### src/rtl/hazard_pkg.sv
// Shared definitions for the load-use hazard unit: FSM encoding, XZR index
// and the legal load-latency range.
package hazard_pkg;

    typedef enum logic [0:0] {
        IDLE      = 1'b0,
        LOAD_WAIT = 1'b1
    } state_t;

    localparam int ZERO_REG_DEFAULT = 31;
    localparam int LOAD_LAT_MIN     = 1;
    localparam int LOAD_LAT_MAX     = 7;
    localparam int CNT_W            = 3;

endpackage

### src/rtl/hazard_src_match.sv
// One ID source operand compared against the EX destination; XZR and
// operands the instruction does not read never match.
module hazard_src_match
    import hazard_pkg::*;
#(
    parameter int REG_W    = 5,
    parameter int ZERO_REG = ZERO_REG_DEFAULT
) (
    input  logic [REG_W-1:0] src_reg,
    input  logic             src_valid,
    input  logic [REG_W-1:0] write_reg,
    output logic             match
);

    localparam logic [REG_W-1:0] ZERO_IDX = REG_W'(ZERO_REG);

    // An unknown compare result takes the else path, so X/Z never reports a match.
    always_comb begin
        // NOTE: assign a default before any condition so no path leaves match
        // unassigned; otherwise synthesis infers a latch.
        match = 1'b0;
        if (src_valid && (src_reg == write_reg) && (write_reg != ZERO_IDX))
            match = 1'b1;
    end

endmodule

### src/rtl/pipe_hazard_unit.sv
// Load-use stall / branch flush control for the ID stage.
// Optional build macro HAZARD_STATS_EN adds saturating stall and flush counters.
module pipe_hazard_unit
    import hazard_pkg::*;
#(
    parameter int REG_W    = 5,
    parameter int NUM_SRC  = 3,
    parameter int LOAD_LAT = 1,
    parameter int ZERO_REG = ZERO_REG_DEFAULT
) (
    input  logic                     clk,
    input  logic                     reset,
    input  logic                     ex_mem_read,
    input  logic [REG_W-1:0]         ex_write_reg,
    input  logic [NUM_SRC*REG_W-1:0] id_src_reg,
    input  logic [NUM_SRC-1:0]       id_src_valid,
    input  logic                     ex_branch_taken,
    output logic                     pc_stall,
    output logic                     ifid_stall,
    output logic                     idex_bubble,
    output logic                     ifid_flush
`ifdef HAZARD_STATS_EN
    ,
    output logic [31:0]              stall_cycles,
    output logic [15:0]              flush_count
`endif
);

    generate
        if (LOAD_LAT < LOAD_LAT_MIN || LOAD_LAT > LOAD_LAT_MAX) begin : g_bad_lat
            $error("pipe_hazard_unit: LOAD_LAT must be in 1..7");
        end
    endgenerate

    localparam logic [CNT_W-1:0] CNT_START = CNT_W'(LOAD_LAT - 1);

    logic [NUM_SRC-1:0] src_match;
    logic               hazard;
    state_t             state, state_nxt;
    logic [CNT_W-1:0]   cnt, cnt_nxt;
    logic               stall;

    for (genvar i = 0; i < NUM_SRC; i++) begin : g_src
        hazard_src_match #(
            .REG_W    (REG_W),
            .ZERO_REG (ZERO_REG)
        ) u_match (
            .src_reg   (id_src_reg[i*REG_W +: REG_W]),
            .src_valid (id_src_valid[i]),
            .write_reg (ex_write_reg),
            .match     (src_match[i])
        );
    end

    assign hazard = ex_mem_read & (|src_match);

    // Priority: reset silences everything, a taken branch beats any stall,
    // a running stall ignores fresh inputs, then a new hazard may start one.
    always_comb begin
        state_nxt   = state;
        cnt_nxt     = cnt;
        stall       = 1'b0;
        ifid_flush  = 1'b0;
        idex_bubble = 1'b0;
        if (reset) begin
            state_nxt = IDLE;
            cnt_nxt   = '0;
        end else if (ex_branch_taken) begin
            ifid_flush  = 1'b1;
            idex_bubble = 1'b1;
            state_nxt   = IDLE;
            cnt_nxt     = '0;
        end else if (state == LOAD_WAIT) begin
            stall       = 1'b1;
            idex_bubble = 1'b1;
            if (cnt <= CNT_W'(1)) begin
                state_nxt = IDLE;
                cnt_nxt   = '0;
            end else begin
                cnt_nxt = cnt - CNT_W'(1);
            end
        end else if (hazard) begin
            stall       = 1'b1;
            idex_bubble = 1'b1;
            if (LOAD_LAT > 1) begin
                state_nxt = LOAD_WAIT;
                cnt_nxt   = CNT_START;
            end
        end
    end

    assign pc_stall   = stall;
    assign ifid_stall = stall;

    always_ff @(posedge clk or posedge reset) begin
        if (reset) begin
            state <= IDLE;
            cnt   <= '0;
        end else begin
            // NOTE: registered state uses non-blocking assignment so every
            // flop samples pre-edge values regardless of statement order.
            state <= state_nxt;
            cnt   <= cnt_nxt;
        end
    end

`ifdef HAZARD_STATS_EN
    always_ff @(posedge clk or posedge reset) begin
        if (reset) begin
            stall_cycles <= '0;
            flush_count  <= '0;
        end else begin
            if (pc_stall && (stall_cycles != '1))
                stall_cycles <= stall_cycles + 32'd1;
            if (ex_branch_taken && (flush_count != '1))
                flush_count <= flush_count + 16'd1;
        end
    end
`endif

endmodule

### config.mk
export PLATFORM = sky130hd
export DESIGN_NAME = pipe_hazard_unit
export DESIGN_NICKNAME = d
export VERILOG_FILES = /design/src/rtl/hazard_pkg.sv /design/src/rtl/hazard_src_match.sv /design/src/rtl/pipe_hazard_unit.sv
export SDC_FILE = /design/constraint.sdc
export NUM_CORES = 1
export LEC_CHECK = 0
export ABC_AREA = 1
export CORE_UTILIZATION = 37
export CTS_CLUSTER_DIAMETER = 200
export CTS_CLUSTER_SIZE = 14
export DETAILED_ROUTE_END_ITERATION = 8
export GPL_ROUTABILITY_DRIVEN = 1
export HOLD_SLACK_MARGIN = 0.12
export PLACE_DENSITY = 0.86
export SETUP_SLACK_MARGIN = 0.2
export SYNTH_ARGS = -nofsm -noshare
export SYNTH_HDL_FRONTEND = slang
export SYNTH_SLANG_ARGS = --single-unit
### constraint.sdc
create_clock -name clk -period 1.2 [get_ports clk]
set_input_delay 0.24 -clock clk [delete_from_list [all_inputs] [get_ports clk]]
set_output_delay 0.24 -clock clk [all_outputs]
set_load 0.02 [all_outputs]
# [Word-level counts from Yosys, hierarchy flattened]
# Cells that the tools add are included.
[totals] word_cells=36 reg_bits=4 input_bits=27
[op_classes] n_mux=19 n_bitwise=1 n_reduce_logical=8 n_lt_le_gt_ge=1 addsub=1 n_eq_ne=4
[op_table] cell="$eq A5 B5 Y1" count=3
[op_table] cell="$mux W1" count=15
[op_table] cell="$mux W3" count=4
[op_table] cell="$logic_and A1 B1 Y1" count=6
[op_table] cell="$ne A5 B5 Y1 const B" count=1
[op_table] cell="$le A3 B1 Y1 const B" count=1
[op_table] cell="$reduce_bool A3 Y1" count=1
[op_table] cell="$reduce_or A3 Y1" count=1
[op_table] cell="$sub A3 B1 Y3 const B" count=1
[op_table] cell="$and A1 B1 Y1" count=1

# [Depth between registers and ports, before layout]
[logic_depth] word_depth=10 ltp_mapped=10

# [Hierarchy]
# From an unflattened synthesis, not the netlist that was laid out.
[hier_totals] cells_unflattened=114 area_unflattened_um2=613.1
[modules_own_cells] module="hazard_src_match" n_inst=3 cells_each=25 area_each_um2=106.4
[modules_own_cells] module="pipe_hazard_unit" n_inst=1 cells_each=39 area_each_um2=294.0

# [Least setup slack after synthesis]
# OpenSTA, ideal clock, no wires.
[synth_timing] kind="input to output" startpoint="input port ex_write_reg[4]" endpoint="output port pc_stall" arrival_ps=1247 slack_ps=-287 stages=9 t_required_ps=960 path_cell_list="inv_2 > nand2_1 > nand2_1 > nor2_2 > nand3_1 > nand3_2 > nand2_2 > a21boi_1 > buf_4"
[synth_via] elab_chain_len=10 word_cells_on_any_way=19
[synth_rtl] element="start: declaration" line_no="pipe_hazard_unit.sv:14" source="input logic [REG_W-1:0] ex_write_reg,"
[synth_rtl] element="$eq A5 B5 Y1" line_no="hazard_src_match.sv:22" source="if (src_valid && (src_reg == write_reg) && (write_reg != ZERO_IDX))"
[synth_rtl] element="$logic_and A1 B1 Y1 (2 in a row)" line_no="hazard_src_match.sv:22"
[synth_rtl] element="$mux W1" line_no="hazard_src_match.sv:22"
[synth_rtl] element="$reduce_or A3 Y1 (*)" line_no="pipe_hazard_unit.sv:55" source="assign hazard = ex_mem_read & (|src_match);"
[synth_rtl] element="$and A1 B1 Y1 (*)" line_no="pipe_hazard_unit.sv:55"
[synth_rtl] element="$mux W1 (*)" line_no="pipe_hazard_unit.sv:82" source="end else if (hazard) begin"
[synth_rtl] element="$mux W1 (*)" line_no="pipe_hazard_unit.sv:73" source="end else if (state == LOAD_WAIT) begin"
[synth_rtl] element="$mux W1 (*)" line_no="pipe_hazard_unit.sv:68" source="end else if (ex_branch_taken) begin"
[synth_rtl] element="$mux W1 (*)" line_no="pipe_hazard_unit.sv:65" source="if (reset) begin"
[synth_rtl] element="end: declaration" line_no="pipe_hazard_unit.sv:18" source="output logic pc_stall,"
# Mark *: on every way between the ends. The rest lies on a longest branch, timed or not.

# [Worst setup path in the final report]
[layout_timing] startpoint="input port ex_write_reg[2]" endpoint="output port pc_stall"
# The elaborated chain is that of the path after synthesis.

==> key figures <==
Status
  – Outcome: finished with violations
  – Failing checks: setup timing

Clock tree
  – Skew-Pair Late Insertion Delay: 0.22 ns
  – CTS clock-pin slew for the worst setup and hold paths: 0.03 ns
  – H-tree depth: 1
  – Root buf cell: clkbuf_4
  – CTS Buffer Depth: 2
  – CTS tree: built
  – CTS buffer count: 3
  – CTS Sinks: 4

GRT
  – Vias in the first global route: 738
  – GRT Util Overall: 0.238
  – GR Overflow Total: 0
  – Largest net degree at the start of global routing: 6
  – Initial antenna violation count: 0
  – Global-route wire length before repair: 2740 um

Logic synthesis
  – Yosys top cell by area: nand2_1
  – Synth unique cells: 17
  – Synth Cell Area: 557 um^2
  – Synth Warn #: 0
  – Seq/Total Area, Yosys: 0.180
  – Syn nets: 139
  – Syn Area/Cell: 5.06 um^2
  – Share of the synthesized area in the top cell type: 0.324
  – Synthesized flop and latch total: 4
  – Synth area leaders: nand2_1 (32%), dfrtp_1 (18%), inv_1 (10%), nor2_1 (8.8%), inv_2 (6.7%)
  – Gate Count Post-Synth: 110

Power
  – Sw Share: 0.324
  – Clk pwr share: 0.269
  – Reg power frac: 0.253
  – Int Pwr: 374 uW
  – Comb power frac: 0.477
  – Pwr Total: 553 uW
  – Leakage power: 0.000617 uW
  – VDD IR-drop max: 0.446 mV
  – Sw Pwr: 179 uW
  – Pwr Density: 523 nW/um^2

Die
  – I/O pins: 31
  – Die Height: 40.8 um
  – Die Wd: 40.8 um
  – Core Rows: 13
  – Die area: 1660 um^2
  – Initial Util: 0.412
  – Core ar.: 1350 um^2

Setup path
  – Reg-to-reg endpoint: cnt[0]
  – Crit-path max cell delay: 0.18 ns
  – WP depth: 11
  – Worst setup EP type: output port
  – Crit-path cells: buf_6 > buf_8 > inv_12 > nand2_4 > nand2_2 > nor2_2 > nand3_1 > nand3_2 > nand2_2 > a21boi_4 > buf_6
  – Critical Path Start Type: input port
  – Worst EP arrival: 1.30 ns
  – Top delay family on crit path: simple AND/OR/NAND/NOR gates
  – Worst-path fanout max: 5
  – Setup CP Type: in2out
  – R2r worst-path depth: 9
  – Worst EP required: 0.96 ns
  – Flop2flop setup slack: 0.08 ns
  – CP max-delay cell: a21boi_4
  – FF-to-FF Start: cnt[1]
  – Crit path buf inv count: 4

Timing
  – Slew Viols, Final: 0
  – Final Hold Fails: 0
  – Final Worst Setup Slack: -0.338 ns
  – Slew Limit Headroom: 0.869
  – Fmax: 650 MHz
  – RSZ-0062 raised after global routing: yes
  – Ratio of final minimum period to clock period: 1.28
  – Min Hold Slack: 0.470 ns
  – Final setup viols: 3
  – Fin Clk Skew: 0.0000941 ns
  – Worst-margin pin slew: 0.197 ns
  – Crit path time final: 1.54 ns

Cells and area
  – Most frequent cells in the layout: nand2_1 (37), inv_2 (13), inv_1 (10), buf_2 (10), nand2_2 (9)
  – Area delta synth->final: 89.7%
  – Commonest non-fill, non-tap cell in the layout: nand2_1
  – Final core utilization: 0.782
  – Fin nets: 184
  – Ratio of cells with drive above 1 in the final layout: 0.516
  – Fin cells: 168
  – Diode count: 0

Detailed routing
  – Final antenna-violating net count: 0
  – Final wirelength: 1930 um
  – Routed WL per cell: 11.5 um
  – Via count: 806
  – DR pass1 iterations: 4
  – Iter 0 DRT Violations: 19
  – DRC: 0
  – Post-DR vias/cell: 4.80

Hold path
  – HP Start: reset
  – Hold path cells: 5
  – Worst Hold End: cnt[2]
  – HP Class: in2reg

Job
  – Max cap viols: 0

Place
  – Dpl cells: 162
  – Final GP Congestion: 0.778
  – Post-DP HPWL: 1390 um
  – I/O Buffers: 30
==> kinds of logic after synthesis <==
kind of cell               count (synthesis)  share of synthesized area
and+or+nand+nor                           71                      0.519
DFF                                        4                      0.180
adders and majority gates                  2                     0.0449
AOI/OAI and AO/OA                          7                     0.0742
buffers and inverters                     26                      0.182
==> cell usage after synthesis <==
cell type  number
o21a_1          1
nand3_2         1
buf_4           1
nand2_1        48
o22ai_1         1
inv_1          15
a21oi_1         3
nor2_1         13
dfrtp_1         4
nor2_2          1
a21boi_1        1
nand2_2         2
nand3_1         5
o21ai_1         1
nand4_1         1
inv_2          10
ha_1            2
==> power groups by stage <==
stage / logic, uW / clock network [uW] / registers [uW]
3_3_place_gp: 240 / 0 / 141
6_report: 264 / 149 / 140
2_1_floorplan: 100 / 0 / 141
3_5_place_dp: 247 / 0 / 142
5_1_grt: 287 / 163 / 140
4_1_cts: 243 / 153 / 140
==> what timing repair did <==
item,in CTS,in global routing
setup buffers,2,0
gates cloned,0,0
pin swaps,32,20
endpoints found under the hold margin,4,0
hold buffers,1,0
endpoints found under the setup margin,7,7
resized for setup,109,24
==> sequential cells by signal, summed over array words and instances, names as in the netlist <==
name   cells
cnt        3
state      1
==> layout make-up <==
| class | count | area, um^2 |
|---|---|---|
| inverters | 25 | 109 |
| repair buffers | 41 | 335 |
| fillers | 116 | 294 |
| flip-flops and latches | 4 | 100 |
| well taps | 15 | 18.8 |
| multi-input cells | 80 | 470 |
| clock buffers | 3 | 22.5 |
==> worst register-to-register path: stages, from the launching register on <==
cell	delay, ns
dfrtp_1	0.36
inv_2	0.10
ha_4	0.14
a21oi_2	0.03
nor2_1	0.11
inv_2	0.06
nand3_2	0.08
inv_2	0.04
nand2_1	0.04
o21ai_1	0.05
==> how the worst max path moves through the flow <==
stage | from | to | slack, ns
2_1_floorplan | ex_write_reg[2] | pc_stall | -0.09
3_3_place_gp | ex_write_reg[2] | pc_stall | -1.18
3_5_place_dp | ex_write_reg[2] | pc_stall | -1.20
4_1_cts | ex_write_reg[2] | pc_stall | -0.25
5_1_grt | ex_write_reg[2] | pc_stall | -0.38
6_report | ex_write_reg[2] | pc_stall | -0.34
==> layer usage <==
metal	track usage	vias to the layer above	wire length [um]
met1	0.244	355	746
met2	0.500	31	1020
met4	0.0667	0	76
met5	0	-	0
li1	-	412	-
met3	0.00543	8	88
==> stage by stage <==
step | setup WS [ns] | TNS (ns) | cell area [um^2]
2_1_floorplan | -0.0867 | -0.0867 | 611
3_3_place_gp | -1.18 | -4.41 | 978
3_5_place_dp | -1.20 | -4.64 | 978
4_1_cts | -0.252 | -0.745 | 1030
5_1_grt | -0.380 | -1.14 | 1060
6_report | -0.338 | -0.971 | 1060
Power figures use the tool's default switching activity.
